===== config.mk =====
export PLATFORM = sky130hd
export DESIGN_NAME = sine_nco
export DESIGN_NICKNAME = d
export VERILOG_FILES = /design/src/rtl/sine_nco.sv
export SDC_FILE = /design/constraint.sdc
export NUM_CORES = 1
export LEC_CHECK = 0
export CORE_MARGIN = 2
export CORE_UTILIZATION = 55
export CTS_CLUSTER_DIAMETER = 100
export DETAILED_ROUTE_END_ITERATION = 16
export PLACE_DENSITY = 0.79
export SKIP_LAST_GASP = 1
export SLEW_MARGIN = 25
export SYNTH_ARGS = -nofsm -noshare
export SYNTH_HDL_FRONTEND = slang
export SYNTH_SLANG_ARGS = --single-unit

===== constraint.sdc =====
create_clock -name clock -period 6.4 [get_ports clock]
set_input_delay 0.96 -clock clock [delete_from_list [all_inputs] [get_ports clock]]
set_output_delay 0.96 -clock clock [all_outputs]
set_load 0.02 [all_outputs]

===== src/rtl/sine_nco.sv =====
// sine_nco -- numerically controlled oscillator with a quarter-wave sine table.
//
// A phase accumulator advances by the active tuning word on every sample_en
// strobe. The top ADDR_W phase bits address a quarter-wave table. Quadrant
// symmetry rebuilds the full-cycle sine. Square, saw and triangle waves come
// straight from the phase. Output samples are offset binary, DATA_W bits wide.
//
// Ports
//   clock      single clock, every register updates on posedge
//   reset      synchronous, active-high
//   sample_en  one-cycle strobe, requests one output sample (may be held high)
//   tw_in      tuning word (phase increment, unsigned, modulo 2^PHASE_W)
//   tw_load    capture tw_in as the pending tuning word
//   phase_clr  force the phase accumulator to 0
//   wave_sel   0 sine, 1 square, 2 saw, 3 triangle (sampled with sample_en)
//   amp        8-bit output gain, present only with SINE_NCO_AMP_EN
//   sine       registered output sample
//   out_valid  one-cycle pulse whenever sine updates
//
// Optional build macro SINE_NCO_AMP_EN adds the amp input and one scaling
// stage, so latency is 4 instead of 3.
//
// The quarter-wave table T[i] = round(M*sin(pi/2*i/Q)) is computed at
// elaboration. ROM_FILE names the equivalent hex table image and is kept
// for parameter compatibility with existing instantiations.
module sine_nco #(
   parameter int PHASE_W  = 24,
   parameter int ADDR_W   = 8,
   parameter int DATA_W   = 16,
   parameter     ROM_FILE = "sine_quarter.hex"
) (
   input  logic              clock,
   input  logic              reset,
   input  logic              sample_en,
   input  logic [PHASE_W-1:0] tw_in,
   input  logic              tw_load,
   input  logic              phase_clr,
   input  logic [1:0]        wave_sel,
`ifdef SINE_NCO_AMP_EN
   input  logic [7:0]        amp,
`endif
   output logic [DATA_W-1:0] sine,
   output logic              out_valid
);

   localparam int Q    = 1 << (ADDR_W-2);
   localparam int K_W  = ADDR_W-2;
   localparam int I_W  = ADDR_W-1;
   // Phase bits carried into S1: enough for the table address and for the
   // DATA_W+1 bits the triangle wave needs.
   localparam int SL_W = (DATA_W+1 > ADDR_W) ? DATA_W+1 : ADDR_W;
`ifdef SINE_NCO_AMP_EN
   localparam int LAT  = 4;
`else
   localparam int LAT  = 3;
`endif
   localparam logic [DATA_W-1:0] M_D = {1'b0, {(DATA_W-1){1'b1}}};
   localparam logic [I_W-1:0]    Q_I = {1'b1, {K_W{1'b0}}};

   if (PHASE_W < DATA_W+1 || PHASE_W < ADDR_W || ADDR_W < 3 || ROM_FILE == "") begin : g_bad_cfg
      $error("sine_nco: illegal parameter combination");
   end

   // Table image, built with a fixed-point (2^-56) Taylor series of sin.
   // The precision is far finer than one output LSB, so rounding matches
   // round(M*sin(x)).
   function automatic logic [(Q+1)*DATA_W-1:0] build_rom();
      logic [(Q+1)*DATA_W-1:0] img;
      logic signed [127:0] half_pi, x, term, acc, v, ii, qq, den, m_w, rnd;
      half_pi = 128'sd113187804032455044;
      m_w     = (128'sd1 <<< (DATA_W-1)) - 128'sd1;
      rnd     = 128'sd1 <<< 55;
      qq      = 128'(Q);
      img     = '0;
      for (int i = 0; i <= Q; i++) begin
         ii   = 128'(i);
         x    = (half_pi * ii) / qq;
         acc  = x;
         term = x;
         for (int n = 1; n <= 12; n++) begin
            den  = 128'(2*n*(2*n+1));
            term = (term * x) >>> 56;
            term = (term * x) >>> 56;
            term = -term / den;
            acc  = acc + term;
         end
         v = (acc * m_w + rnd) >>> 56;
         img[i*DATA_W +: DATA_W] = v[DATA_W-1:0];
      end
      return img;
   endfunction

   localparam logic [(Q+1)*DATA_W-1:0] ROM = build_rom();

   // state
   logic [PHASE_W-1:0] phase_q, phase_d;
   logic [PHASE_W-1:0] tw_active_q, tw_active_d;
   logic [PHASE_W-1:0] tw_pending_q, tw_pending_d;
   logic               pend_q, pend_d;
   logic [LAT-1:0]     vld_q, vld_d;
   logic [SL_W-1:0]    s1_phase_q, s1_phase_d;
   logic [1:0]         s1_wave_q, s1_wave_d;
   logic [DATA_W-1:0]  s2_rom_q, s2_rom_d;
   logic               s2_neg_q, s2_neg_d;
   logic               s2_is_sine_q, s2_is_sine_d;
   logic [DATA_W-1:0]  s2_alt_q, s2_alt_d;
   logic [DATA_W-1:0]  sine_q, sine_d;
`ifdef SINE_NCO_AMP_EN
   logic [7:0]         s1_amp_q, s1_amp_d;
   logic [7:0]         s2_amp_q, s2_amp_d;
   logic [7:0]         s3_amp_q, s3_amp_d;
   logic [DATA_W-1:0]  s3_raw_q, s3_raw_d;
   logic signed [DATA_W:0]   amp_dev;
   logic signed [DATA_W+9:0] amp_prod;
   logic signed [DATA_W+9:0] amp_sh;
`endif

   // combinational temporaries
   logic [PHASE_W-1:0] tw_eff;
   logic [PHASE_W-1:0] p_used;
   logic [ADDR_W-1:0]  s1_addr;
   logic [K_W-1:0]     s1_k;
   logic [I_W-1:0]     s1_idx;
   logic [DATA_W:0]    s1_u;
   logic [DATA_W-1:0]  raw;

   always_comb begin
      // A coincident tw_load bypasses the pending register for this increment.
      tw_eff = pend_q ? tw_pending_q : tw_active_q;
      if (tw_load) tw_eff = tw_in;
      p_used = phase_clr ? '0 : phase_q;

      phase_d      = phase_q;
      tw_active_d  = tw_active_q;
      tw_pending_d = tw_pending_q;
      pend_d       = pend_q;
      if (sample_en) begin
         phase_d     = p_used + tw_eff;
         tw_active_d = tw_eff;
         pend_d      = 1'b0;
      end else begin
         if (phase_clr) phase_d = '0;
         if (tw_load) begin
            tw_pending_d = tw_in;
            pend_d       = 1'b1;
         end
      end

      vld_d      = {vld_q[LAT-2:0], sample_en};
      s1_phase_d = p_used[PHASE_W-1 -: SL_W];
      s1_wave_d  = wave_sel;

      // S2: quadrant fold. Odd quadrants read the table backwards from Q.
      s1_addr = s1_phase_q[SL_W-1 -: ADDR_W];
      s1_k    = s1_addr[K_W-1:0];
      s1_idx  = s1_addr[ADDR_W-2] ? (Q_I - {1'b0, s1_k}) : {1'b0, s1_k};
      s2_rom_d     = ROM[int'(s1_idx)*DATA_W +: DATA_W];
      s2_neg_d     = s1_addr[ADDR_W-1];
      s2_is_sine_d = (s1_wave_q == 2'd0);

      s1_u     = s1_phase_q[SL_W-1 -: DATA_W+1];
      s2_alt_d = '0;
      case (s1_wave_q)
         2'd1:    s2_alt_d = s1_u[DATA_W] ? '0 : '1;
         2'd2:    s2_alt_d = s1_u[DATA_W:1];
         2'd3:    s2_alt_d = s1_u[DATA_W] ? ~s1_u[DATA_W-1:0] : s1_u[DATA_W-1:0];
         default: s2_alt_d = '0;
      endcase

      // S3: offset-binary sample
      if (s2_is_sine_q) raw = s2_neg_q ? (M_D - s2_rom_q) : (M_D + s2_rom_q);
      else              raw = s2_alt_q;

`ifdef SINE_NCO_AMP_EN
      s1_amp_d = amp;
      s2_amp_d = s1_amp_q;
      s3_amp_d = s2_amp_q;
      s3_raw_d = raw;
      // Scale the deviation from mid-scale; the result always fits DATA_W.
      amp_dev  = $signed({1'b0, s3_raw_q}) - $signed({1'b0, M_D});
      amp_prod = amp_dev * $signed({1'b0, s3_amp_q});
      amp_sh   = amp_prod >>> 8;
      sine_d   = vld_q[LAT-2] ? (M_D + amp_sh[DATA_W-1:0]) : sine_q;
`else
      sine_d   = vld_q[LAT-2] ? raw : sine_q;
`endif
   end

   always_ff @(posedge clock) begin
      if (reset) begin
         phase_q      <= '0;
         tw_active_q  <= '0;
         tw_pending_q <= '0;
         pend_q       <= 1'b0;
         vld_q        <= '0;
         s1_phase_q   <= '0;
         s1_wave_q    <= '0;
         s2_rom_q     <= '0;
         s2_neg_q     <= 1'b0;
         s2_is_sine_q <= 1'b0;
         s2_alt_q     <= '0;
         sine_q       <= M_D;
`ifdef SINE_NCO_AMP_EN
         s1_amp_q     <= '0;
         s2_amp_q     <= '0;
         s3_amp_q     <= '0;
         s3_raw_q     <= '0;
`endif
      end else begin
         phase_q      <= phase_d;
         tw_active_q  <= tw_active_d;
         tw_pending_q <= tw_pending_d;
         pend_q       <= pend_d;
         vld_q        <= vld_d;
         s1_phase_q   <= s1_phase_d;
         s1_wave_q    <= s1_wave_d;
         s2_rom_q     <= s2_rom_d;
         s2_neg_q     <= s2_neg_d;
         s2_is_sine_q <= s2_is_sine_d;
         s2_alt_q     <= s2_alt_d;
         sine_q       <= sine_d;
`ifdef SINE_NCO_AMP_EN
         s1_amp_q     <= s1_amp_d;
         s2_amp_q     <= s2_amp_d;
         s3_amp_q     <= s3_amp_d;
         s3_raw_q     <= s3_raw_d;
`endif
      end
   end

   assign sine      = sine_q;
   assign out_valid = vld_q[LAT-1];

endmodule

* After elaboration in Yosys (flattened, before gate mapping)
Cells that the tools add are included.
Cells by class: reduce and logical (&&, ||, !) cells 3, equality and inequality tests 3, mux-type cells 10, add/subtract/negate cells 4, bitwise operators 2, shifts and indexed selects 1
Operators with widths (number):
- $shiftx 1040x12->16 const A | 1
- $mux 24 | 4
- $mux 16 | 4
- $pmux 16 s3 | 1
- $add 24x24->24 | 1
- $add 15x16->16 const A | 1
- $not 16->16 | 1
- $sub 15x16->16 const A | 1
- $mux 7 | 1
- $sub 7x6->7 const A | 1
- $eq 2x2->1 const B | 2
- $eq 2x1->1 const B | 1
- $logic_not 2->1 | 1
- $reduce_and 2->1 | 1
- $reduce_or 2->1 | 1
- $not 1->1 | 1
Word-level totals: output and inout bits 17, logic and storage cells 35, bits in registers 145

* Longest topological paths before layout
Gate-level depths: netlist of the first run.
depth in word-level cells 4, gate-level depth with buffers 15, depth with buffers taken out 12

* Worst setup path before layout of the first run
Ideal clock, no wire load.
kind input-to-reg, start in tw_load, end reg phase_q[12], slack 2.798 ns, buffers on the path 2, data arrival time 3.483 ns, stages on the path 14, cells stage by stage clkbuf_1 > clkbuf_1 > nand2_1 > o21ai_0 > ha_1 > inv_1 > fa_1 > nor2b_1 > o21ba_2 > o21ai_0 > a21boi_0 > a21boi_0 > and3_1 > a211o_1
On the way: cells in the longest elaborated chain, start to end 3
Ends and longest elaborated chain:
- start: declaration | RTL line 36 | input logic tw_load,
- $mux 24 | RTL line 130 | if (tw_load) tw_eff = tw_in;
- net tw_eff[0] | RTL line 119 | logic [PHASE_W-1:0] tw_eff;
- $add 24x24->24 | RTL line 138 | phase_d = p_used + tw_eff;
- $mux 24 | RTL line 137 | if (sample_en) begin
- end signal: assignment | RTL line 210 | phase_q <= phase_d;
- end: declaration | RTL line 96 | logic [PHASE_W-1:0] phase_q, phase_d;
The timed path passes the listed nets, and every way through them passes these cells. A chain may end at the register's enable or synchronous reset.

* Final worst setup path of the first run
Same ends and word-level chain as after synthesis.

==> results of run 1 <==
power by group through the flow:
stage / Sequential (µW) / Combinational (µW) / Clock, µW
detailed placement: 991 / 367 / 0
global placement: 989 / 361 / 0
CTS: 971 / 370 / 1120
global route: 977 / 411 / 1160
floorplan: 982 / 277 / 0
finish: 972 / 373 / 1120
registers in the layout, summed over array words and instances, names as in the netlist:
signal / count
sine: 16
tw_pending_q: 24
s2_rom_q: 15
s2_is_sine_q: 1
s1_wave_q: 2
tw_active_q: 24
phase_q: 24
vld_q: 3
pend_q: 1
s2_alt_q: 16
s2_neg_q: 1
s1_phase_q: 17
per-layer routing:
| metal | vias up | GRT usage [%] | routed length (µm) |
|---|---|---|---|
| li1 | 4088 | - | - |
| met1 | 3856 | 34.4 | 10300 |
| met2 | 312 | 46.1 | 11400 |
| met3 | 53 | 4.58 | 1290 |
| met4 | 0 | 11.4 | 644 |
| met5 | - | 0 | 0 |
layout by cell type, fill, tap and decap left out, types with 33 or more instances in the layout:
master             n
a21oi_1           84
clkdlybuf4s50_1   45
dfxtp_1          144
ha_1              33
mux2i_1           67
nand2_1          143
nor2_1           138
nor2b_1           49
o21ai_0           62
xnor2_1           43
worst max-delay path, cell delays in order:
cell and delay (ns):
clkdlybuf4s50_1 0.88, o21ai_0 0.56, inv_1 0.12, fa_1 0.47, nor2b_1 0.19, o21ba_2 0.16
o21ai_0 0.11, a21boi_0 0.52, a21boi_0 0.22, and3_1 0.23, a211o_1 0.22
kinds of logic (layout without fill, tap and decap cells):
| family | Yosys count | after routing | synth area share [%] |
|---|---|---|---|
| adders and majority gates | 34 | 34 | 4.81 |
| AOI/OAI and AO/OA | 305 | 305 | 22.1 |
| and+or+nand+nor | 438 | 438 | 22.3 |
| muxes | 71 | 71 | 7.96 |
| DFF | 144 | 144 | 32.1 |
| xor gates and xnor gates | 55 | 55 | 5.52 |
| buffers and inverters | 121 | 123 | 5.22 |
metrics by stage:
| step | cell area [µm²] | setup slack (ns) |
|---|---|---|
| finish | 10100 | 2.07 |
| global route | 10100 | 1.77 |
| CTS | 10100 | 2.17 |
| detailed placement | 9470 | 1.73 |
| global placement | 9470 | 1.72 |
| floorplan | 8990 | 2.80 |
worst max-delay path by stage:
stage            start     endpoint  slack [ns]  cells past startpoint
2_1_floorplan  tw_load  phase_q[12]        2.80                     14
3_3_place_gp   tw_load  phase_q[12]        1.72                     12
3_5_place_dp   tw_load  phase_q[12]        1.73                     11
4_1_cts        tw_load  phase_q[12]        2.17                     11
5_1_grt        tw_load  phase_q[21]        1.77                     10
6_report       tw_load  phase_q[12]        2.07                     11
final cells by class:
class / instances / area share (%)
Clock buffer: 17 / 4.20
Clock inverter: 15 / 2.29
Sequential cell: 144 / 28.5
Tap cell: 216 / 2.67
Multi-Input combinational cell: 903 / 55.7
Timing Repair Buffer: 60 / 5.54
Inverter: 31 / 1.15
==> flow_metrics.py, run 1 <==
metrics = {
    "run_status": {
        "status": "finished, final reports clean",
    },
    "clocking": {
        "htreeDepth": 4,
        "cts_tree": "done",
        "root_buffer": "clkbuf_16",
        "clock_sinks": 144,
        "postCtsSetupBuffers": 0,
        "cts_resized": 0,
        "cts_made_buffers": 17,
        "clk_pin_slew_ns": 0.06,
        "clkLatencyLatePin_ns": 0.44,
        "cts_hold_buf": 0,
        "cts_buffer_depth": 2,
    },
    "cells_and_area": {
        "drive_gt1_share_pct": 5.81,
        "nFillCells": 1436,
        "multiInputGateArea_um2": 5640,
        "nets": 1222,
        "ff_latch_area_um2": 2880,
        "area_growth_pct": 12.6,
        "diodes": 0,
        "post-route-util_pct": 63.5,
        "fin_cells": 1386,
    },
    "power_and_ir_drop": {
        "power_density_nw_per_um2": 243,
        "irDropWorstVdd_v": 0.000220,
        "p_int_uw": 1800,
        "swShare_pct": 26.9,
        "combinationalPowerShare_pct": 15.2,
        "power_uw": 2460,
        "power_switching_uw": 662,
        "p_leak_uw": 0.00403,
        "p_clk_share_pct": 45.3,
        "seqPwrFrac_pct": 39.5,
    },
    "critical_path": {
        "crit_arrival_ns": 4.65,
        "critPathKind": "in2reg",
        "end_kind": "register",
        "regToRegSetupSlack_ns": 2.29,
        "required_ns": 6.72,
        "r2r-start": "s1_phase_q[10]",
        "rr_worst_depth": 9,
        "r2r_end": "s2_rom_q[3]",
        "path_max_fanout": 29,
        "cp-start-kind": "primary input",
    },
    "timing": {
        "hold_viol": 0,
        "drv_slew": 0,
        "setup_tns_ns": 0,
        "fmax_ghz": 0.231,
        "max_slew_margin_pct": 32.8,
        "worst_slew_pin_slew_ns": 1.01,
        "timing.hold.ws_ns": 0.445,
        "setup_viol": 0,
        "fin_crit_ns": 4.33,
        "skew_ns": 0.00934,
        "period_share_pct": 67.6,
        "rsz0062_at_grt": "no",
    },
    "die": {
        "die_area_um2": 17400,
        "die_h_um": 132,
        "rows": 46,
        "start_util_pct": 56.4,
        "coreArea_um2": 15900,
        "num_io_pins": 48,
        "die_x_um": 132,
    },
    "drt": {
        "drt-total-wl_um": 23600,
        "drt_iter0_drc": 731,
        "firstDrtPassIters": 5,
        "vias_per_cell": 5.99,
        "ant_nets": 0,
        "vias": 8309,
        "remaining_drc_errors": 0,
        "routed_wire_length_per_instance_um": 17.0,
    },
    "logic_synthesis": {
        "yosys_most_used_dff": "dfxtp_1",
        "syn_inst": 1168,
        "synth_common_cells": "144 x dfxtp_1, 143 x nand2_1, 138 x nor2_1",
        "synth_area_leaders": "dfxtp_1 32%, mux2i_1 7.5%, nand2_1 6.0%, nor2_1 5.8%, a21oi_1 4.7%",
        "yosysUniqueCellTypes": 63,
        "ys_warn_count": 0,
        "syn_nets": 1233,
        "yosysTopAreaCell": "dfxtp_1",
        "syn_area_per_cell_um2": 7.70,
        "async_flop_share_pct": 0,
        "synthMostInstantiatedCell": "dfxtp_1",
        "synth-edff-count": 0,
        "yosysSeqAreaShare_pct": 32.1,
        "netlist_area_um2": 8990,
        "synth_seq_cells": 144,
        "synth.top_cell.area_share_pct": 32.1,
    },
    "run": {
        "maxCapViolations": 0,
    },
    "place": {
        "place_inst": 1354,
        "hpwlAfterDp_um": 16200,
        "portBuffers": 47,
        "gp_congestion": 0.978,
    },
    "min_path": {
        "holdCritStartpoint": "vld_q[0]",
        "holdPathEnd": "vld_q[1]",
        "hold_depth": 1,
        "hp-class": "reg2reg",
    },
    "global_route": {
        "grt_use_total_pct": 27.2,
        "grt_pass1_wl_um": 38800,
        "antenna_found_initial": 0,
        "grt_pass1_vias": 7801,
        "grt_max_degree": 74,
        "grt-ovfl-total": 0,
    },
}
(Power assumes the default switching activity.)
==> inputs of run 2 (changes only) <==
==> constraint.sdc (replaced) <==
create_clock -name clock -period 4.5 [get_ports clock]
set_input_delay 0.675 -clock clock [delete_from_list [all_inputs] [get_ports clock]]
set_output_delay 0.675 -clock clock [all_outputs]
set_load 0.02 [all_outputs]
==> flow_metrics.py, run 2 (synthesized netlist as in run 1, its figures left out) <==
metrics = {
    "timing": {
        "timing.hold.ws_ns": 0.455,
        "setup_tns_ns": 0,
        "fin_crit_ns": 3.75,
        "worst_slew_pin_slew_ns": 1.03,
        "worst_slack_ns": 0.753,
        "max_slew_margin_pct": 31.6,
        "period_share_pct": 83.3,
        "fmax_ghz": 0.267,
        "setup_viol": 0,
        "rsz0062_at_grt": "no",
        "drv_slew": 0,
        "skew_ns": 0.00778,
        "hold_viol": 0,
    },
    "cells_and_area": {
        "nets": 1234,
        "multiInputGateArea_um2": 5640,
        "area_growth_pct": 13.7,
        "fin_area_um2": 10200,
        "final_cell_mix": "144 x dfxtp_1, 143 x nand2_1, 138 x nor2_1, 84 x a21oi_1, 67 x mux2i_1",
        "ff_latch_area_um2": 2880,
        "mostFrequentLayoutCell": "dfxtp_1",
        "nFillCells": 1372,
        "fin_cells": 1398,
        "drive_gt1_share_pct": 6.68,
        "top_regs": "phase_q x24, tw_active_q x24, tw_pending_q x24",
        "diodes": 0,
    },
    "power_and_ir_drop": {
        "combinationalPowerShare_pct": 15.5,
        "p_int_uw": 2610,
        "seqPwrFrac_pct": 39.6,
        "p_clk_share_pct": 44.9,
        "irDropWorstVdd_v": 0.000413,
        "power_switching_uw": 874,
        "power_density_nw_per_um2": 341,
        "swShare_pct": 25.1,
        "p_leak_uw": 0.00409,
    },
    "drt": {
        "routed_wire_length_per_instance_um": 16.4,
        "wl_met1_um": 10000,
        "remaining_drc_errors": 0,
        "firstDrtPassIters": 7,
        "wl_met2_um": 10900,
        "ant_nets": 0,
        "routed.top_layer": "met4",
        "vias": 8381,
        "drt-total-wl_um": 22900,
        "drt_iter0_drc": 824,
        "wl_met3_um": 1350,
        "vias_per_cell": 5.99,
    },
    "global_route": {
        "antenna_found_initial": 0,
        "grt_use_total_pct": 26.8,
        "grt_pass1_wl_um": 39000,
        "grt_pass1_vias": 7849,
        "grt_max_degree": 77,
        "grt-ovfl-total": 0,
    },
    "place": {
        "place_area_um2": 9560,
        "place_ws_ns": 0.415,
        "place_inst": 1366,
        "portBuffers": 47,
        "gp_congestion": 0.945,
        "hpwlAfterDp_um": 15700,
    },
    "clocking": {
        "clkLatencyLatePin_ns": 0.42,
        "cts_resized": 0,
        "cts_made_buffers": 17,
        "postCtsSetupBuffers": 0,
        "clock_sinks": 144,
        "clk_pin_slew_ns": 0.06,
        "root_buffer": "clkbuf_16",
        "cts_buffer_depth": 2,
        "htreeDepth": 4,
        "cts_hold_buf": 0,
        "cts_tree": "done",
    },
    "die": {
        "die_x_um": 132,
        "num_io_pins": 48,
        "die_h_um": 132,
        "start_util_pct": 56.4,
        "coreArea_um2": 15900,
        "die_area_um2": 17400,
        "rows": 46,
    },
    "critical_path": {
        "path_max_fanout": 14,
        "cp-start-kind": "primary input",
        "critPathKind": "in2reg",
        "end_kind": "register",
        "required_ns": 4.86,
        "crit_arrival_ns": 4.11,
    },
    "run": {
        "maxCapViolations": 0,
    },
    "run_status": {
        "status": "finished, final reports clean",
    },
    "min_path": {
        "hp-class": "reg2reg",
    },
}
==> run 2: cell types whose count changed in the layout (fill, tap and decap cells not counted), moves of 2 or more <==
cell      previous run  this run
buf_4               14        26
clkbuf_8             0         4
clkinv_4             2         0
inv_6                4         0
==> run 2: final cells by class <==
type                       instances  area share (%)
sequential                       144            28.2
clock inverter                    10            1.76
tap                              216            2.64
multi-input combinational        903            55.2
timing repair buffer              72            6.36
clock buffer                      22            4.74
inverter                          31            1.14
==> run 2: worst paths after layout <==
check | start | to | slack, ns | cells past startpoint
max | tw_load | phase_q[21] | 0.75 | 11
min | tw_pending_q[16] | tw_pending_q[16] | 0.46 | 2
max reg2reg | pend_q | phase_q[12] | 1.08 | 13
min reg2reg | tw_pending_q[16] | tw_pending_q[16] | 0.46 | 2
==> run 2: power groups by stage <==
| stage | logic (µW) | clock network [µW] | registers (µW) |
|---|---|---|---|
| 6_report | 539 | 1560 | 1380 |
| 3_5_place_dp | 527 | 0 | 1410 |
| 4_1_cts | 536 | 1580 | 1380 |
| 3_3_place_gp | 520 | 0 | 1410 |
| 5_1_grt | 597 | 1640 | 1390 |
| 2_1_floorplan | 394 | 0 | 1400 |
==> run 2: worst max-delay path, cell delays in order <==
cell	delay, ns
clkdlybuf4s50_1	0.78
buf_4	0.25
o21ai_0	0.15
ha_1	0.37
nand2_1	0.10
o21ai_0	0.35
o21ai_0	0.25
o41ai_1	0.54
a31oi_1	0.19
nor4b_1	0.28
a221o_1	0.15
==> run 2: routing by layer <==
layer	vias up	global-route usage (%)
li1	4128	-
met1	3841	35.1
met2	355	44.4
met3	57	4.27
met4	0	10.6
met5	-	0
==> run 2: through the flow <==
stage,utilization [%],power [µW]
global placement,60.0,1930
detailed placement,60.0,1930
global route,64.1,3620
finish,64.1,3480
floorplan,-,1790
CTS,64.1,3490
==> inputs of run 3 (changes only) <==
==> constraint.sdc (replaced) <==
create_clock -name clock -period 3.9 [get_ports clock]
set_input_delay 0.585 -clock clock [delete_from_list [all_inputs] [get_ports clock]]
set_output_delay 0.585 -clock clock [all_outputs]
set_load 0.02 [all_outputs]
==> flow_metrics.py, run 3 (synthesized netlist as in run 1, its figures left out) <==
metrics = {
    "critical_path": {
        "crit_path_cell_trace": "clkdlybuf4s50_1 -> buf_12 -> o21ai_0 -> ha_1 -> nand2_1 -> nor3_1 -> o21ai_0 -> o41ai_1 -> a31oi_1 -> nor4b_1 -> a221o_1",
        "slowest_stage": "o41ai_1",
        "critPathKind": "in2reg",
        "path_depth": 11,
        "end_kind": "register",
        "critical-path-top-delay-family": "compound AO/OA/AOI/OAI gates",
        "critPathBufInv": 2,
        "path_max_fanout": 51,
        "cp-start-kind": "primary input",
        "crit_arrival_ns": 3.66,
        "cpMostUsedCell": "o21ai_0",
        "rr_worst_depth": 11,
        "cpPeakStageDelay_ns": 0.51,
        "required_ns": 4.28,
    },
    "power_and_ir_drop": {
        "p_int_uw": 2750,
        "combinationalPowerShare_pct": 16.6,
        "seqPwrFrac_pct": 41.8,
        "power_switching_uw": 1060,
        "power_density_nw_per_um2": 373,
        "p_leak_uw": 0.00410,
        "irDropWorstVdd_v": 0.000315,
        "swShare_pct": 27.8,
        "p_clk_share_pct": 41.6,
    },
    "timing": {
        "fmax_ghz": 0.305,
        "setup_viol": 0,
        "worst_slew_pin_slew_ns": 0.931,
        "skew_ns": 0.0119,
        "setup_tns_ns": 0,
        "max_slew_margin_pct": 37.8,
        "hold_viol": 0,
        "fin_crit_ns": 3.28,
        "drv_slew": 0,
        "rsz0062_at_grt": "no",
        "period_share_pct": 84.1,
    },
    "cells_and_area": {
        "area_growth_pct": 13.7,
        "nets": 1243,
        "post-route-util_pct": 64.1,
        "diodes": 0,
        "mostFrequentLayoutCell": "dfxtp_1",
        "drive_gt1_share_pct": 7.47,
        "top_regs": "phase_q x24, tw_active_q x24, tw_pending_q x24",
        "fin_cells": 1407,
        "final_cell_mix": "144 x dfxtp_1, 143 x nand2_1, 138 x nor2_1, 84 x a21oi_1, 67 x mux2i_1",
    },
    "run": {
        "maxCapViolations": 0,
    },
    "drt": {
        "remaining_drc_errors": 0,
        "routed_wire_length_per_instance_um": 17.2,
        "firstDrtPassIters": 6,
        "drt_iter0_drc": 887,
        "vias_per_cell": 6.02,
        "drt-total-wl_um": 24200,
        "ant_nets": 0,
        "vias": 8466,
    },
    "min_path": {
        "hold_depth": 2,
        "hp-class": "reg2reg",
    },
    "clocking": {
        "cts_resized": 0,
        "cts_buffer_depth": 2,
        "clkLatencyLatePin_ns": 0.44,
        "cts_made_buffers": 17,
        "cts_tree": "done",
        "root_buffer": "clkbuf_16",
        "htreeDepth": 4,
        "clk_pin_slew_ns": 0.06,
        "postCtsSetupBuffers": 0,
        "clock_sinks": 144,
        "cts_hold_buf": 0,
    },
    "die": {
        "die_x_um": 132,
        "die_area_um2": 17400,
        "die_h_um": 132,
        "start_util_pct": 56.4,
        "num_io_pins": 48,
        "coreArea_um2": 15900,
        "rows": 46,
    },
    "global_route": {
        "grt_use_total_pct": 27.9,
        "antenna_found_initial": 0,
        "grt-ovfl-total": 0,
        "grt_pass1_vias": 7821,
        "grt_max_degree": 56,
        "grt_pass1_wl_um": 39900,
    },
    "place": {
        "gp_congestion": 0.982,
        "place_inst": 1375,
        "hpwlAfterDp_um": 16900,
        "portBuffers": 47,
    },
    "run_status": {
        "status": "finished, final reports clean",
    },
}
==> run 3: cell count changes in the layout (fill, tap and decap cells not counted) <==
cell	previous run	this run
clkinv_4	0	1
clkinvlp_4	2	3
buf_12	0	2
inv_6	0	2
bufinv_16	5	2
clkbuf_1	1	0
clkbuf_8	4	0
buf_4	26	33
clkinv_2	3	7
==> run 3: metrics by stage <==
stage / worst slack, ns / power (µW) / hold WS [ns] / cell area [µm²]
final: 0.622 / 3810 / 0.453 / 10200
after detailed placement: 0.226 / 2240 / 0.449 / 9650
after global routing: 0.362 / 3960 / 0.476 / 10200
after floorplan: 0.543 / 2070 / 0.414 / 8990
after global placement: 0.319 / 2230 / 0.416 / 9650
after CTS: 0.675 / 3820 / 0.457 / 10200
==> run 3: tightest hold or removal path, stage by stage, from the launching register on <==
cell and delay [ns]:
dfxtp_1 0.31, nand2_1 0.05, a21oi_1 0.05
==> run 3: final timing paths <==
kind	slack (ns)	startpoint	endpoint
hold reg to reg	0.45	tw_pending_q[17]	tw_pending_q[17]
hold / removal	0.45	tw_pending_q[17]	tw_pending_q[17]
setup reg to reg	0.63	pend_q	phase_q[23]
setup / recovery	0.62	tw_load	phase_q[21]
==> run 3: power groups by stage <==
stage          clock network, µW  logic [µW]  registers, µW
6_report                    1580         632           1590
2_1_floorplan                  0         454           1610
3_3_place_gp                   0         613           1620
5_1_grt                     1660         697           1600
3_5_place_dp                   0         621           1620
4_1_cts                     1610         627           1590
==> run 3: layout make-up <==
| cell class | count | area, µm² |
|---|---|---|
| clock buffer | 17 | 425 |
| clock inverter | 15 | 144 |
| inverter | 31 | 116 |
| tap | 216 | 270 |
| timing repair buffer | 81 | 743 |
| fill | 1405 | 5720 |
| multi-input combinational | 903 | 5640 |
| sequential | 144 | 2880 |
==> run 3: per-layer routing <==
metal,vias up,global-route usage [%],routed length [µm]
met3,84,4.73,1530
met5,-,0,0
met2,372,47.4,11300
met4,0,13.3,1040
met1,3887,34.6,10300
li1,4123,-,-
